$ cat src/rtl/panel_serial_io.sv
// Serial front-panel transport: shifts four 16-bit 74LV595 display chains out
// while reading four 16-bit 74LV165 switch chains in, one frame after another.
module panel_serial_io #(
    parameter int CLK_DIV = 4
) (
    input  logic        clk,
    input  logic        resetn,
    input  logic [30:0] pnl_reg_c_value,
    input  logic [5:0]  pnl_op_code,
    input  logic [11:0] pnl_strt_value,
    input  logic [11:0] pnl_sel_value,
    output logic        serial_out_srclk,
    output logic        serial_out_rclk,
    output logic        serial_out_ser_0,
    output logic        serial_out_ser_1,
    output logic        serial_out_ser_2,
    output logic        serial_out_ser_3,
    output logic        serial_in_rclk,
    output logic        serial_in_shldn,
    input  logic        serial_in_ser_0,
    input  logic        serial_in_ser_1,
    input  logic        serial_in_ser_2,
    input  logic        serial_in_ser_3,
    output logic [30:0] sw_arr_reg_c_value,
    output logic [11:0] sw_arr_strt_value,
    output logic [11:0] sw_arr_sel_value,
    output logic        sw_valid,
    output logic        frame_done
);

    typedef enum logic [1:0] {
        S_IDLE,
        S_LOAD,
        S_SHIFT,
        S_LATCH
    } state_t;

    localparam int            CW       = (CLK_DIV > 1) ? $clog2(CLK_DIV) : 1;
    localparam logic [CW-1:0] CNT_LAST = CW'(CLK_DIV - 1);

    // Display lanes as they go onto the 595 chains, MSB shifted first.
    function automatic logic [3:0][15:0] pack_lanes(
        input logic [30:0] reg_c,
        input logic [5:0]  op_code,
        input logic [11:0] strt,
        input logic [11:0] sel
    );
        logic [29:0]      v;
        logic [3:0][15:0] lanes;
        v        = {op_code, strt, sel};
        lanes[0] = reg_c[15:0];
        lanes[1] = {1'b0, reg_c[30:16]};
        lanes[2] = v[15:0];
        lanes[3] = {2'b0, v[29:16]};
        return lanes;
    endfunction

    state_t           state_q, state_d;
    logic [CW-1:0]    cnt_q, cnt_d;
    logic             half_q, half_d;   // 0 = half A, 1 = half B
    logic [3:0]       bit_q, bit_d;
    logic [3:0][15:0] out_sr_q, out_sr_d;

    // Input shifters keep only the bits that survive; discarded bits fall off the top.
    logic [15:0] in0_q, in0_d;
    logic [14:0] in1_q, in1_d;
    logic [15:0] in2_q, in2_d;
    logic [7:0]  in3_q, in3_d;

    logic [30:0] sw_reg_c_q, sw_reg_c_d;
    logic [11:0] sw_strt_q, sw_strt_d;
    logic [11:0] sw_sel_q, sw_sel_d;
    logic        sw_valid_q, sw_valid_d;
    logic        frame_done_q, frame_done_d;

    logic        srclk_q, srclk_d;
    logic        rclk_q, rclk_d;
    logic        in_rclk_q, in_rclk_d;
    logic        shldn_q, shldn_d;
    logic [3:0]  ser_q, ser_d;

    logic        half_end;
    logic [3:0]  ser_in;

    assign half_end = (cnt_q == CNT_LAST);
    assign ser_in   = {serial_in_ser_3, serial_in_ser_2, serial_in_ser_1, serial_in_ser_0};

    // NOTE: every signal assigned here gets a default first, so no path can
    // leave one unassigned and infer a latch.
    always_comb begin
        state_d      = state_q;
        cnt_d        = half_end ? '0 : cnt_q + CW'(1);
        half_d       = half_q;
        bit_d        = bit_q;
        out_sr_d     = out_sr_q;
        in0_d        = in0_q;
        in1_d        = in1_q;
        in2_d        = in2_q;
        in3_d        = in3_q;
        sw_reg_c_d   = sw_reg_c_q;
        sw_strt_d    = sw_strt_q;
        sw_sel_d     = sw_sel_q;
        sw_valid_d   = sw_valid_q;
        frame_done_d = 1'b0;

        unique case (state_q)
            S_IDLE: begin
                state_d  = S_LOAD;
                cnt_d    = '0;
                half_d   = 1'b0;
                out_sr_d = pack_lanes(pnl_reg_c_value, pnl_op_code,
                                      pnl_strt_value, pnl_sel_value);
            end
            S_LOAD: begin
                if (half_end) begin
                    half_d = ~half_q;
                    if (half_q) begin
                        state_d = S_SHIFT;
                        bit_d   = '0;
                    end
                end
            end
            S_SHIFT: begin
                if (half_end) begin
                    half_d = ~half_q;
                    if (!half_q) begin
                        // End of half A: the 165 QH outputs are settled here.
                        in0_d = {in0_q[14:0], ser_in[0]};
                        in1_d = {in1_q[13:0], ser_in[1]};
                        in2_d = {in2_q[14:0], ser_in[2]};
                        in3_d = {in3_q[6:0],  ser_in[3]};
                    end else begin
                        for (int n = 0; n < 4; n++) begin
                            out_sr_d[n] = {out_sr_q[n][14:0], 1'b0};
                        end
                        if (bit_q == 4'd15) begin
                            state_d = S_LATCH;
                        end else begin
                            bit_d = bit_q + 4'd1;
                        end
                    end
                end
            end
            S_LATCH: begin
                if (half_end) begin
                    half_d = ~half_q;
                    if (half_q) begin
                        state_d      = S_LOAD;
                        out_sr_d     = pack_lanes(pnl_reg_c_value, pnl_op_code,
                                                  pnl_strt_value, pnl_sel_value);
                        sw_reg_c_d   = {in1_q, in0_q};
                        sw_strt_d    = {in3_q, in2_q[15:12]};
                        sw_sel_d     = in2_q[11:0];
                        sw_valid_d   = 1'b1;
                        frame_done_d = 1'b1;
                    end
                end
            end
            default: state_d = S_IDLE;
        endcase

        // Pin levels are decoded from the next state so the flops line up with the phase.
        srclk_d   = (state_d == S_SHIFT) && half_d;
        in_rclk_d = (state_d == S_SHIFT) && half_d;
        rclk_d    = (state_d == S_LATCH) && half_d;
        shldn_d   = (state_d != S_LOAD);
        for (int n = 0; n < 4; n++) begin
            ser_d[n] = (state_d == S_SHIFT) ? out_sr_d[n][15] : 1'b0;
        end
    end

    // NOTE: sequential state uses non-blocking assignments only, so every flop
    // samples the values from before this edge regardless of block order.
    always_ff @(posedge clk) begin
        if (!resetn) begin
            state_q      <= S_IDLE;
            cnt_q        <= '0;
            half_q       <= 1'b0;
            bit_q        <= '0;
            out_sr_q     <= '0;
            in0_q        <= '0;
            in1_q        <= '0;
            in2_q        <= '0;
            in3_q        <= '0;
            sw_reg_c_q   <= '0;
            sw_strt_q    <= '0;
            sw_sel_q     <= '0;
            sw_valid_q   <= 1'b0;
            frame_done_q <= 1'b0;
            srclk_q      <= 1'b0;
            rclk_q       <= 1'b0;
            in_rclk_q    <= 1'b0;
            shldn_q      <= 1'b1;
            ser_q        <= '0;
        end else begin
            state_q      <= state_d;
            cnt_q        <= cnt_d;
            half_q       <= half_d;
            bit_q        <= bit_d;
            out_sr_q     <= out_sr_d;
            in0_q        <= in0_d;
            in1_q        <= in1_d;
            in2_q        <= in2_d;
            in3_q        <= in3_d;
            sw_reg_c_q   <= sw_reg_c_d;
            sw_strt_q    <= sw_strt_d;
            sw_sel_q     <= sw_sel_d;
            sw_valid_q   <= sw_valid_d;
            frame_done_q <= frame_done_d;
            srclk_q      <= srclk_d;
            rclk_q       <= rclk_d;
            in_rclk_q    <= in_rclk_d;
            shldn_q      <= shldn_d;
            ser_q        <= ser_d;
        end
    end

    assign serial_out_srclk   = srclk_q;
    assign serial_out_rclk    = rclk_q;
    assign serial_out_ser_0   = ser_q[0];
    assign serial_out_ser_1   = ser_q[1];
    assign serial_out_ser_2   = ser_q[2];
    assign serial_out_ser_3   = ser_q[3];
    assign serial_in_rclk     = in_rclk_q;
    assign serial_in_shldn    = shldn_q;
    assign sw_arr_reg_c_value = sw_reg_c_q;
    assign sw_arr_strt_value  = sw_strt_q;
    assign sw_arr_sel_value   = sw_sel_q;
    assign sw_valid           = sw_valid_q;
    assign frame_done         = frame_done_q;

endmodule

$ cat config.mk
export PLATFORM = sky130hd
export DESIGN_NAME = panel_serial_io
export DESIGN_NICKNAME = d
export VERILOG_FILES = /design/src/rtl/panel_serial_io.sv
export SDC_FILE = /design/constraint.sdc
export NUM_CORES = 1
export LEC_CHECK = 0
export ABC_AREA = 1
export BUFFER_PORTS_ARGS = -buffer_cell sky130_fd_sc_hd__buf_4
export CAP_MARGIN = 25
export CORE_UTILIZATION = 42
export DETAILED_ROUTE_END_ITERATION = 10
export PLACE_DENSITY_LB_ADDON = 0.08
export REMOVE_ABC_BUFFERS = 1
export SETUP_SLACK_MARGIN = 0.1
export SLEW_MARGIN = 20
export SYNTH_ARGS = -nofsm -noshare
export SYNTH_HDL_FRONTEND = slang
export SYNTH_SLANG_ARGS = --single-unit
$ cat constraint.sdc
create_clock -name clk -period 1.6 [get_ports clk]
set_clock_uncertainty 0.15 [all_clocks]
set_input_delay 0.16 -clock clk [delete_from_list [all_inputs] [get_ports clk]]
set_output_delay 0.16 -clock clk [all_outputs]
set_load 0.01 [all_outputs]
== Yosys cells after proc, flatten, opt, wreduce, memory -nomap -nowiden ==
Index checks and enable logic that the tools add are counted.

* Add/subtract/negate cells: 2
* Multiply operators: 0
* Div/mod/pow operators: 0
* $lt $le $gt $ge: 0
* Eq/ne operators: 15
* Shift operators: 0
* Muxes and demuxes: 22
* Bitwise logic cells: 2
* Reductions and logical operators: 13

{| class="wikitable"
|+ Operators with widths
! operator !! count
|-
| $mux W64 || 4
|-
| $pmux W64 S3 || 1
|-
| $mux W4 || 5
|-
| $mux W2 || 7
|-
| $ne A2 B2 Y1 const B || 7
|-
| $eq A2 B2 Y1 const B || 5
|-
| $reduce_and A3 Y1 || 3
|-
| $pmux W2 S4 || 1
|-
| $pmux W4 S2 || 1
|-
| $reduce_and A6 Y1 || 1
|-
| $reduce_or A3 Y1 || 2
|-
| $reduce_and A5 Y1 || 1
|-
| $add A4 B1 Y4 const B || 1
|-
| $eq A4 B4 Y1 const B || 1
|-
| $reduce_bool A3 Y1 || 1
|-
| $add A2 B1 Y2 const B || 1
|-
| $eq A2 B1 Y1 const B || 1
|-
| $logic_and A1 B1 Y1 || 2
|-
| $logic_not A2 Y1 || 1
|-
| $mux W1 || 2
|-
| $ne A2 B1 Y1 const B || 1
|-
| $not A1 Y1 || 2
|-
| $pmux W1 S2 || 1
|-
| $reduce_and A2 Y1 || 1
|-
| $reduce_bool A2 Y1 || 1
|}

* Register bits after elaboration: 192
* Bits in latches: 0
* RAM bits: 0
* Memory bits (read-only): 0
* Input bits: 67
* Output and inout bits: 65
* Word-level logic and storage cells: 79
* Memories kept: 0

== Logic depth before layout (Yosys ltp) ==
* Depth in word-level cells: 7
* Gate-level depth with buffers: 10
* Depth with buffers taken out: 9

== Worst setup path before layout ==
Ideal clock, no wire load.

* Path kind: register to register
* From: register cnt_q[0]
* To: register sw_sel_q[10], in the netlist sw_arr_sel_value[10]
* Library setup time: 70 ps
* Arrival time: 1452 ps
* Required time: 1380 ps
* Slack: -72 ps
* Cell stages (with the launch flop): 7
* Path buffers: 2
* Clock period less this slack: 1672 ps
* Cells stage by stage: dfxtp_1 > ha_1 > ha_1 > clkbuf_1 > buf_1 > nand3_1 > a21oi_1

* Word-level cells in the longest chain between the ends: 2

{| class="wikitable"
|+ RTL lines
! item !! line !! RTL
|-
| start, declared || 59 || <nowiki>logic [CW-1:0] cnt_q, cnt_d;</nowiki>
|-
| start signal, assigned || 197 || <nowiki>cnt_q <= cnt_d;</nowiki>
|-
| $eq A2 B2 Y1 || 85 || <nowiki>assign half_end = (cnt_q == CNT_LAST);</nowiki>
|-
| $reduce_and A3 Y1 (no source line) || -- ||
|-
| end signal, assigned || 207 || <nowiki>sw_sel_q <= sw_sel_d;</nowiki>
|-
| end, declared || 72 || <nowiki>logic [11:0] sw_sel_q, sw_sel_d;</nowiki>
|}

Every way passes these cells.
A chain may end at the register's enable or synchronous reset.

== Worst setup path after layout ==
* From: register cnt_q[0]
* To: register in0_q[11]

* Word-level cells in the longest chain between the ends: 2

{| class="wikitable"
|+ RTL lines
! item !! line !! RTL
|-
| $eq A2 B2 Y1 || 85 ||
|-
| $reduce_and A3 Y1 (no source line) || -- ||
|-
| end signal, assigned || 201 || <nowiki>in0_q <= in0_d;</nowiki>
|-
| end, declared || 65 || <nowiki>logic [15:0] in0_q, in0_d;</nowiki>
|}

Every way passes these cells.

==> out/metrics.csv <==
metric,value,unit
status,finished clean,
crit_path_frequent_cell,ha_4,
finalPower,10.4,mW
h-tree-depth,4,
gp_congestion,0.775,
cts_buffer_depth,2,
yosys.area_share.adder,0.682,%
fin_crit,1.55,ns
die_h,134,um
p_per_area,883,nW/um2
required,1.81,ns
dieArea,18000,um2
slew_viol_final,0,
fin_util,70.2,%
crit_family,adder cells,
clk_latency,0.43,ns
netlist_instances,941,
synthSimpleGateAreaFrac,20.7,%
final_cell_mix,"dfxtp_1 (186), buf_4 (146), a21oi_1 (137)",
drc,0,
ant_nets,0,
synth.avg_cell_area,7.80,um2
row_count,47,
arrival,1.76,ns
rsz0062_at_grt,true,
place_hpwl,11200,um
setup_viol,0,
hold_class,register to register,
hold_viol,0,
slew_headroom,78.2,%
grt_pass1_wl,32600,um
syn2layout_area_growth,60.9,%
antennaDiodeCount,0,
clkTransAtPathRegs,0.07,ns
mostFrequentLayoutCell,dfxtp_1,
yosysUniqueCellTypes,24,
port_buffers,131,
viasPerCell,5.29,
crit_chain,"ha_4, buf_6, ha_4, buf_12, nand3_1, a21oi_2",
reg2reg_slack,0.05,ns
synth.area.mux_share,0,%
critPathLaunchType,register,
synth-xor-area-share,0,%
tightest_slew,0.327,ns
grt_pass1_vias,6811,
ys_seq_area_share,52.4,%
root_buffer,clkbuf_16,
maxCapViolCount,0,
core,16800,um2
synth_top_family_by_area,simple AND/OR/NAND/NOR gates,
worstSetupEndpointType,register,
dr.pass1.iters,5,
nets,1224,
path_max_fanout,23,
cp_slowest_stage_delay,0.34,ns
grt_use_total,22.1,%
path_class,register to register,
grt-ovfl-total,0,
die_w,134,um
critPathBufInv,2,
routed_wl,22100,um
grt_max_degree,66,
min_period_over_period,96.9,%
whs,0.278,ns
ios,132,
ir_drop,0.817,mV
drive_gt1_share,39.4,%
setup_tns,0,ns
num-fill-cells,1284,
synth_compound_area_share,19.6,%
antenna_found_initial,0,
cts-buffers-inserted,17,
routedWlPerCell,16.0,um
cts_tree,built,
initialDrtViolationCount,363,
synth-seq-cells,192,
yosys_warnings,0,
clock-sinks,192,
vias,7324,
crit_slowest_cell,dfxtp_2,
start_util,43.6,%
fmax,0.645,GHz
p_leak,4.51,nW
synthesis.area,7340,um2
[final cells by class]
type                       count  area, um2  area share [%]
clock inverter                 9        158            1.34
tap                          220        275            2.33
clock buffer                  21        460            3.90
inverter                      21       93.8           0.795
sequential                   192       3850            32.6
multi-input combinational    650       4070            34.4
timing repair buffer         271       2900            24.5
[metrics by stage]
stage	cells	cell area (um2)	setup WS [ns]
CTS	1369	10600	0.0686
global placement	1265	8860	0.0172
detailed placement	1265	8860	-0.0176
floorplan	862	6930	-1.66
global route	1384	11800	-0.00620
finish	1384	11800	0.0490
[worst register-to-register path: stages, from the launching register on]
cell,delay (ns)
dfxtp_2,0.34
ha_4,0.15
buf_6,0.12
ha_4,0.24
buf_12,0.19
nand3_1,0.13
a21oi_2,0.16
[what timing repair did]
item                                    CTS  global route
resized for setup                        77           292
hold buffers                             66             0
buffers inserted                          3             6
endpoints found under the setup margin  186           186
cloned                                    5            13
pin swaps                                13            61
endpoints found under the hold margin    68             0
[power by group]
part           internal [mW]  switching (mW)  leakage [nW]
registers               4.88          0.0741          1.56
clock network           2.69            1.81         0.301
logic                  0.492           0.463          2.65
total                   8.07            2.35          4.51
[logic make-up (layout without fill, tap and decap cells)]
| family | count (synthesis) | after routing |
|---|---|---|
| buffers and inverters | 100 | 322 |
| AOI/OAI and AO/OA | 287 | 287 |
| adders and majority gates | 4 | 4 |
| and+or+nand+nor | 358 | 359 |
| DFF | 192 | 192 |
[state kept, by name (all words and copies together), names as in the netlist, 8 cells and up]
signal and cells:
in1_q 15, sw_arr_reg_c_value 31, in3_q 8, out_sr_q 64, sw_arr_sel_value 12, sw_arr_strt_value 12, in2_q 16, in0_q 16
[final timing paths]
kind / start / to / cells after the start
worst min-delay path: cnt_q[0] / cnt_q[0] / 1
worst max register to register: cnt_q[0] / in0_q[11] / 6
worst max-delay path: cnt_q[0] / in0_q[11] / 6
worst min register to register: cnt_q[0] / cnt_q[0] / 1
[Yosys cell counts]
master	number	area [um2]
clkbuf_1	35	131
clkinv_1	1	3.75
inv_2	5	18.8
ha_1	4	50.1
buf_1	1	3.75
nor2_2	1	6.26
nand3_1	116	581
nor2_4	1	11.3
nand4_1	1	6.26
clkbuf_2	1	5.00
nand3b_1	2	15.0
nand2_2	3	18.8
o21ai_0	47	235
nor2_1	15	56.3
buf_6	7	78.8
a21boi_0	1	7.51
nor2b_1	2	12.5
dfxtp_1	192	3840
inv_1	15	56.3
buf_4	4	30.0
a21oi_1	230	1150
nand2_1	217	815
o21ai_1	9	45.0
buf_2	31	155
[metal layers]
layer / track usage [%] / routed length, um
met1: 29.0 / 9360
met2: 36.8 / 11500
met3: 4.80 / 1040
met4: 5.81 / 265
met5: 0 / 0
Note: power is estimated with default switching activity, not from simulation.
